$ cat config.mk
export PLATFORM = sky130hd
export DESIGN_NAME = mc_ctrl_fsm
export DESIGN_NICKNAME = d
export VERILOG_FILES = /design/src/rtl/mc_ctrl_fsm.sv
export SDC_FILE = /design/constraint.sdc
export NUM_CORES = 1
export LEC_CHECK = 0
export CAP_MARGIN = 20
export CORE_MARGIN = 8
export CORE_UTILIZATION = 29
export CTS_CLUSTER_SIZE = 24
export DETAILED_ROUTE_END_ITERATION = 12
export GPL_TIMING_DRIVEN = 0
export HOLD_SLACK_MARGIN = 0.12
export PLACE_DENSITY_LB_ADDON = 0.05
export SLEW_MARGIN = 25
export SYNTH_ARGS = -nofsm -noshare
export SYNTH_HDL_FRONTEND = slang
export SYNTH_SLANG_ARGS = --single-unit
$ cat constraint.sdc
create_clock -name clk -period 1.7 [get_ports clk]
set_input_delay 0.51 -clock clk [delete_from_list [all_inputs] [get_ports clk]]
set_output_delay 0.51 -clock clk [all_outputs]
set_load 0.01 [all_outputs]
$ cat src/rtl/mc_ctrl_fsm.sv
// rtl/mc_ctrl_fsm.sv - multicycle CPU control FSM (INIT/IF/ID/EXE/MEM/WB)
// Optional memory handshake stall in IF/MEM when MC_CTRL_STALL_EN is defined.
module mc_ctrl_fsm #(
    parameter int ALUC_W  = 4,
    parameter int STATE_W = 3
) (
    input  logic               clk,
    input  logic               rst_n,
    input  logic [5:0]         op,
    input  logic [5:0]         funct,
    input  logic               zero,
`ifdef MC_CTRL_STALL_EN
    input  logic               mem_ready,
`endif
    output logic               pc_wen,
    output logic               ir_wen,
    output logic               mem_wen,
    output logic               reg_wen,
    output logic               sel_iord,
    output logic               sel_regdst,
    output logic               sel_memtoreg,
    output logic               sel_alusrca,
    output logic [1:0]         sel_alusrcb,
    output logic [1:0]         sel_pcsrc,
    output logic [ALUC_W-1:0]  aluc,
    output logic               illegal,
    output logic [STATE_W-1:0] state
);

    typedef enum logic [2:0] {
        S_IF   = 3'd0,
        S_ID   = 3'd1,
        S_EXE  = 3'd2,
        S_MEM  = 3'd3,
        S_WB   = 3'd4,
        S_INIT = 3'd7
    } state_t;

    localparam logic [5:0] OP_R    = 6'b000000;
    localparam logic [5:0] OP_LW   = 6'b100011;
    localparam logic [5:0] OP_SW   = 6'b101011;
    localparam logic [5:0] OP_BEQ  = 6'b000100;
    localparam logic [5:0] OP_ADDI = 6'b001000;
    localparam logic [5:0] OP_J    = 6'b000010;

    localparam logic [ALUC_W-1:0] ALU_ADD = ALUC_W'(0);
    localparam logic [ALUC_W-1:0] ALU_SUB = ALUC_W'(1);
    localparam logic [ALUC_W-1:0] ALU_AND = ALUC_W'(2);
    localparam logic [ALUC_W-1:0] ALU_OR  = ALUC_W'(3);
    localparam logic [ALUC_W-1:0] ALU_SLT = ALUC_W'(4);

    state_t cur, nxt;
    logic   ready;
    logic   is_r, is_lw, is_sw, is_beq, is_addi, is_j, is_legal;
    logic [ALUC_W-1:0] r_aluc;

    // Without the handshake, memory is treated as always ready so IF/MEM take one cycle.
`ifdef MC_CTRL_STALL_EN
    assign ready = mem_ready;
`else
    assign ready = 1'b1;
`endif

    assign is_r     = (op == OP_R);
    assign is_lw    = (op == OP_LW);
    assign is_sw    = (op == OP_SW);
    assign is_beq   = (op == OP_BEQ);
    assign is_addi  = (op == OP_ADDI);
    assign is_j     = (op == OP_J);
    assign is_legal = is_r | is_lw | is_sw | is_beq | is_addi | is_j;

    always_comb begin
        r_aluc = ALU_ADD;
        case (funct)
            6'b100010: r_aluc = ALU_SUB;
            6'b100100: r_aluc = ALU_AND;
            6'b100101: r_aluc = ALU_OR;
            6'b101010: r_aluc = ALU_SLT;
            default:   r_aluc = ALU_ADD;
        endcase
    end

    always_ff @(posedge clk or negedge rst_n) begin
        if (!rst_n) begin
            cur <= S_INIT;
        end else begin
            cur <= nxt;
        end
    end

    always_comb begin
        nxt          = S_INIT;
        pc_wen       = 1'b0;
        ir_wen       = 1'b0;
        mem_wen      = 1'b0;
        reg_wen      = 1'b0;
        sel_iord     = 1'b0;
        sel_regdst   = 1'b0;
        sel_memtoreg = 1'b0;
        sel_alusrca  = 1'b0;
        sel_alusrcb  = 2'b00;
        sel_pcsrc    = 2'b00;
        aluc         = ALU_ADD;
        illegal      = 1'b0;
        case (cur)
            S_INIT: nxt = S_IF;
            S_IF: begin
                pc_wen      = ready;
                ir_wen      = ready;
                sel_alusrcb = 2'b01;
                nxt         = ready ? S_ID : S_IF;
            end
            S_ID: begin
                // Branch target is precomputed here so EXE only needs the compare.
                sel_alusrcb = 2'b11;
                if (is_j) begin
                    pc_wen    = 1'b1;
                    sel_pcsrc = 2'b10;
                    nxt       = S_IF;
                end else if (!is_legal) begin
                    illegal = 1'b1;
                    nxt     = S_IF;
                end else begin
                    nxt = S_EXE;
                end
            end
            S_EXE: begin
                sel_alusrca = 1'b1;
                if (is_r) begin
                    aluc = r_aluc;
                    nxt  = S_WB;
                end else if (is_beq) begin
                    aluc      = ALU_SUB;
                    sel_pcsrc = 2'b01;
                    pc_wen    = zero;
                    nxt       = S_IF;
                end else if (is_lw || is_sw) begin
                    sel_alusrcb = 2'b10;
                    nxt         = S_MEM;
                end else if (is_addi) begin
                    sel_alusrcb = 2'b10;
                    nxt         = S_WB;
                end else begin
                    nxt = S_IF;
                end
            end
            S_MEM: begin
                sel_iord = 1'b1;
                mem_wen  = is_sw;
                if (!ready) begin
                    nxt = S_MEM;
                end else if (is_lw) begin
                    nxt = S_WB;
                end else begin
                    nxt = S_IF;
                end
            end
            S_WB: begin
                reg_wen      = 1'b1;
                sel_regdst   = is_r;
                sel_memtoreg = is_lw;
                nxt          = S_IF;
            end
            default: nxt = S_INIT;
        endcase
    end

    assign state = STATE_W'(cur);

endmodule

==> impl_results.md, run 1 <==
* Core Footprint at 1510 µm²
* Initial DRT Pass Iterations at 4
* Min Clock Period, post-route at around 2100 ps
* Antenna-violating nets left at 0
* Initial DRC Count at 14
* CP Max Fanout at 4
* CTS tree: yes
* Worst skew pair latency at between 200 and 250 ps
* Max VDD drop at between 0.7 and 0.8 mV
* Final setup viols at 15
* Power after layout at 1.39 mW
* Crit end category: primary output
* Pin count of the biggest net entering global routing at 8
* WL final at 1.97 mm
* Period utilisation layout at 1.23
* CTS Buffer Depth at 2
* Max-slew violations at 0
* Final HPWL DP at around 1.3 mm
* Final Core Density at 0.734
* RSZ-0062 raised after global routing: yes
* # hold bufs at CTS at 0
* Final-stage net count at 136
* Pre-CTS WS at -1300 ps
* Number of max-cap violations at 0
* Max reg flops at 3
* N_diodes at 0
* Yosys reg bits at 3
* Syn Inst Count at 64
* Hold/Removal Path Class: input port to async pin
* Top_reg_cell synth: dfstp_2
* Final non-filler cell total at between 100 and 150
* Vias at 694
* I/O pins at 35
* GRT overflow at 0
* TritonCTS buffer count at 3
* Vias in the first global route at between 700 and 800
* Synth Cell Area at approximately 460 µm²
* Fin Setup TNS at -3910 ps
* Worst-path clk slew at 40 ps
* Starting density of the core at 0.306
* DIE HEIGHT at ~56 µm
* Hold Violations, Final at 0
* RD Place Congestion at just under 0.8
* DRC viols at 0
* Num rows at 14
* WP data required at approximately 1200 ps
* Final instance area at ~1100 µm²
* Placed cell area at about 850 µm²
* Skew final at between 2 and 3 ps
* First-pass GRT wire length at 3.26 mm
* EDFF count, synth at 0
* PwrDens at approximately 1300 nW/µm²
* Vias per inst at 5.10
* Fmax at 0.479 GHz
* Width of the die at between 50 and 60 µm
* Share of the yosys chip area belonging to registers at 0.171
* Failing checks: setup timing
* Yosys warning count at 0
* Layout cell share with drive strength beyond 1 at 0.642
* Area grow syn2layout at 140%
* Syn_nets at between 70 and 80
* Final setup margin at -386 ps
* GRT Total Usage at 0.120
* Clock Tree Root: clkbuf_4
* Yosys cell types at 31
* H-tree depth at 1
* Critical path class: register to primary output
* Leakage at about 0.54 nW
* Initial antenna violation count at 0
* Outcome: finished with violations
* Die ar. at ~3100 µm²
* Critical Path Source Type: register
* TritonCTS Sinks at 3
* Port Buf Inserts at 33
* CP arrival at about 1600 ps
* WL per Instance at between 10 and 15 µm
* Min Hold Slack at 666 ps
* Avg Cell Area, Syn at about 7.2 µm²
* Post-Place Cells at ~110
* Ys async rst share at 1.00
## cells by family (layout without fill, tap and decap cells)
group	Yosys count	in the layout	share of synthesized area
and+or+nand+nor	36	36	0.539
AOI/OAI and AO/OA	12	12	0.168
buffers and inverters	12	68	0.114
DFF	3	3	0.171
other	1	1	0.00812
## metal layers
layer  share of wire  GRT usage  vias up
met1            0.41      0.136      328
met4          0.0056     0.0515        0
met5               0          0        -
met2            0.54      0.210       18
met3           0.046     0.0228        2
li1                -          -      346
## power breakdown
part / internal [mW] / switching (mW) / total, mW
clock network: 0.0879 / 0.0356 / 0.123
registers: 0.128 / 0.0605 / 0.189
logic: 0.592 / 0.488 / 1.08
## critical path, stage by stage (launching register included)
cell and delay (ps):
dfstp_2 550, nor3b_4 190, buf_4 140, nand4_4 90, nor4b_4 210, buf_2 160
## layout by cell type (no fill, tap or decap), drive strengths merged, types with 2 or more instances in the layout
| cell type | synthesis | final |
|---|---|---|
| buf | 4 | 46 |
| nor2 | 10 | 10 |
| inv | 8 | 8 |
| dlygate4sd2 | 0 | 6 |
| clkbuf | 0 | 4 |
| nand2 | 4 | 4 |
| dfstp | 3 | 3 |
| a21oi | 3 | 3 |
| nor3 | 3 | 3 |
| nor4 | 3 | 3 |
| and3 | 2 | 2 |
| a31oi | 2 | 2 |
| a211oi | 2 | 2 |
| nor4b | 2 | 2 |
| clkdlybuf4s50 | 0 | 2 |
| clkdlybuf4s15 | 0 | 2 |
| nor3b | 2 | 2 |
| nand4 | 2 | 2 |
| nand3 | 2 | 2 |
| and4 | 2 | 2 |
## what timing repair did
item | CTS | global route
resized for setup | 134 | 19
setup buffers | 17 | 4
pin swaps | 14 | 7
setup endpoints to repair | 19 | 16
## synth_stat cells, types with 2 or more instances
| library cell | count | share of area |
|---|---|---|
| nor2_1 | 10 | 0.081 |
| inv_1 | 8 | 0.065 |
| nand2_1 | 4 | 0.033 |
| a21oi_1 | 3 | 0.033 |
| buf_2 | 3 | 0.033 |
| dfstp_2 | 3 | 0.17 |
| nor3_1 | 3 | 0.033 |
| a211oi_1 | 2 | 0.033 |
| a31oi_1 | 2 | 0.027 |
| and3_1 | 2 | 0.027 |
| nand3_1 | 2 | 0.022 |
| nor4_1 | 2 | 0.027 |
| nor4b_2 | 2 | 0.065 |
## cell type report
| class | count | area [µm²] |
|---|---|---|
| Tap cell | 16 | 20.0 |
| Timing Repair Buffer | 54 | 472 |
| Buffer | 2 | 22.5 |
| Inverter | 8 | 30.0 |
| Sequential cell | 3 | 78.8 |
| Fill cell | 130 | 400 |
| Multi-Input combinational cell | 49 | 457 |
| Clock buffer | 4 | 26.3 |
## worst paths after layout
path / cells past startpoint / to / slack (ps) / from
max reg2reg: 4 / state[0] / 310 / state[0]
min in group clk: 4 / state[2] / 720 / op[4]
max in group asynchronous: 1 / state[0] / 1010 / rst_n
max: 5 / aluc[1] / -390 / state[1]
min reg2reg: 3 / state[1] / 740 / state[0]
min: 1 / state[2] / 670 / rst_n
Note: power is estimated with default switching activity, not from simulation.
==> run 2: changes to the inputs <==
Settings changed: CAP_MARGIN 20 to not set, TNS_END_PERCENT set to 50.
==> run 2 against run 1 <==
Effect of this change: the run still ends with setup timing left; fmax is 0.96% higher; clock power is 5% higher; sequential cell count stayed put; via count is 1.7% lower; largest power group unchanged.
==> impl_results.md, run 2 (synthesized netlist as in run 1, its figures left out) <==
* Initial DRC Count at 12 (-2)
* Starting density of the core at 0.306 (unchanged)
* Min Clock Period, post-route at 2070 ps (-19.9 ps)
* Num rows at 14 (unchanged)
* Critical Path Source Type: input port
* Width of the die at 55.9 µm (unchanged)
* Fin Setup TNS at -3550 ps (+360 ps)
* Slowest stage cell, crit path: nor4_4
* Buf/Inv on CP at 3 (+1)
* Slowest stage delay, CP at 280 ps (-270 ps)
* Crit end category: primary output
* Hold/Removal Path Class: register to register
* Max reg flops at 3 (unchanged)
* GRT overflow at 0 (unchanged)
* CP Max Fanout at 3 (-1)
* GRT Total Usage at 0.129 (+0.00956)
* Critical path, cell by cell: buf_8, nor4_4, buf_4, nand4_4, nor4b_4, buf_2
* Number of max-cap violations at 0 (unchanged)
* Vias per inst at 5.29 (+3.6%)
* Crit path to: aluc[1]
* CTS tree: yes
* WL per Instance at 15.4 µm (+6.5%)
* CTS Buffer Depth at 2 (unchanged)
* H-tree depth at 1 (unchanged)
* Final-stage net count at 129 (-5.1%)
* Final setup viols at 16 (+1)
* Critical Path Stages at 6 (+1)
* Area grow syn2layout at 114%
* Hold Violations, Final at 0 (unchanged)
* Layout cell share with drive strength beyond 1 at 0.611 (-0.0310)
* WP data required at 1190 ps (about the same)
* Worst Reg-to-Reg Cells at 5 (+1)
* # hold bufs at CTS at 0 (unchanged)
* Clock Tree Root: clkbuf_4
* CP arrival at 1560 ps (-20 ps)
* Final Core Density at 0.656 (-0.0781)
* Worst-path clk slew at 40 ps (about the same)
* Fmax at 0.484 GHz (+0.96%)
* Most common cell after layout, fill and taps aside: buf_2
* Kind of cell adding the most delay to the critical path: simple AND/OR/NAND/NOR gates
* Reg2Reg Setup Slack at 230 ps (-80 ps)
* Core Footprint at 1510 µm² (unchanged)
* Port Buf Inserts at 33 (unchanged)
* Antenna-violating nets left at 0 (unchanged)
* Worst skew pair latency at 240 ps (about the same)
* Die ar. at 3120 µm² (unchanged)
* N_diodes at 0 (unchanged)
* RSZ-0062 raised after global routing: yes
* TritonCTS buffer count at 3 (unchanged)
* WL final at 1.99 mm (+1.0%)
* Max-slew violations at 0 (unchanged)
* TritonCTS Sinks at 3 (unchanged)
* I/O pins at 35 (unchanged)
* Skew final at 0.0949 ps (-2.88 ps)
* First-pass GRT wire length at 3.36 mm (+3.2%)
* Critical Path Start: op[5]
* Initial DRT Pass Iterations at 4 (unchanged)
* Most frequent cells in the layout: buf_2, buf_4, inv_1
* Critical path class: input port to primary output
* Initial antenna violation count at 0 (unchanged)
* Failing checks: setup timing
* PwrDens at 1280 nW/µm² (+1.7%)
* Outcome: finished with violations
* Fill count at 139 (+6.9%)
* Pin count of the biggest net entering global routing at 10 (+2)
* Period utilisation layout at 1.22 (-0.0117)
* RD Place Congestion at 0.801 (+1.5%)
* Max VDD drop at 0.555 mV (-29%)
* Leakage at 0.485 nW (-9.6%)
* Vias at 682 (-1.7%)
* Power after layout at 1.27 mW (-9.1%)
* FF-to-FF End: state[1]
* Final HPWL DP at 1.27 mm (+0.15%)
* Final setup margin at -366 ps (+19.9 ps)
* DIE HEIGHT at 55.9 µm (unchanged)
* R2R Path Start: state[0]
* Vias in the first global route at 735 (+1.1%)
* DRC viols at 0 (unchanged)
-- run 2: cell types whose count changed in the layout (fill, tap and decap cells not counted), moves of 2 or more --
cell             change
nor2_4               -3
buf_2                +3
nand2_1              +2
buf_12               -2
buf_4                -4
buf_6                -8
dlygate4sd2_1        -2
clkbuf_2             +2
nor2_2               +3
clkdlybuf4s15_2      +2
-- run 2: how the worst min path moves through the flow --
stage / startpoint / endpoint / slack, ps / cells past startpoint
after floorplan: rst_n / state[0] / 360 / 0
after global placement: state[1] / state[1] / 630 / 2
after detailed placement: state[1] / state[1] / 630 / 2
after CTS: rst_n / state[2] / 650 / 1
after global routing: state[1] / state[1] / 640 / 2
final: state[1] / state[1] / 620 / 2
-- run 2: what timing repair did --
action	in CTS	in global routing
buffers inserted	9	3
pin swaps	9	7
cloned	1	0
endpoints found under the setup margin	19	17
gates resized for setup	126	12
-- run 2: worst min-delay path, stage by stage, from the launching register on --
cell,delay [ps]
dfstp_2,380
nor2_2,160
a211oi_1,70
-- run 2: cell type report --
type | count | area [µm²] | share of cell area
inverters | 8 | 30.0 | 0.0304
clock buffers | 4 | 26.3 | 0.0266
repair buffers | 46 | 377 | 0.381
multi-input cells | 49 | 419 | 0.424
plain buffers | 3 | 37.5 | 0.0380
flip-flops and latches | 3 | 78.8 | 0.0797
well taps | 16 | 20.0 | 0.0203
-- run 2: routing by layer --
metal	vias to the layer above	wire length, µm	track usage
li1	331	-	-
met1	322	759	0.134
met2	24	1080	0.224
met3	5	107	0.0320
met4	0	44	0.0859
met5	-	0	0
-- run 2: metrics by stage --
| step | area (µm²) | worst slack, ps | hold slack (ps) | cells |
|---|---|---|---|---|
| final | 988 | -366 | 622 | 129 |
| after floorplan | 482 | -168 | 362 | 64 |
| after CTS | 960 | -394 | 647 | 126 |
| after detailed placement | 832 | -1310 | 632 | 113 |
| after global placement | 832 | -1300 | 633 | 113 |
| after global routing | 988 | -432 | 640 | 129 |
-- run 2: report_power, final --
part / internal, mW / switching (mW) / leakage [nW]
clock network: 0.0882 / 0.0405 / 0.0150
registers: 0.127 / 0.0326 / 0.0312
logic: 0.520 / 0.457 / 0.439
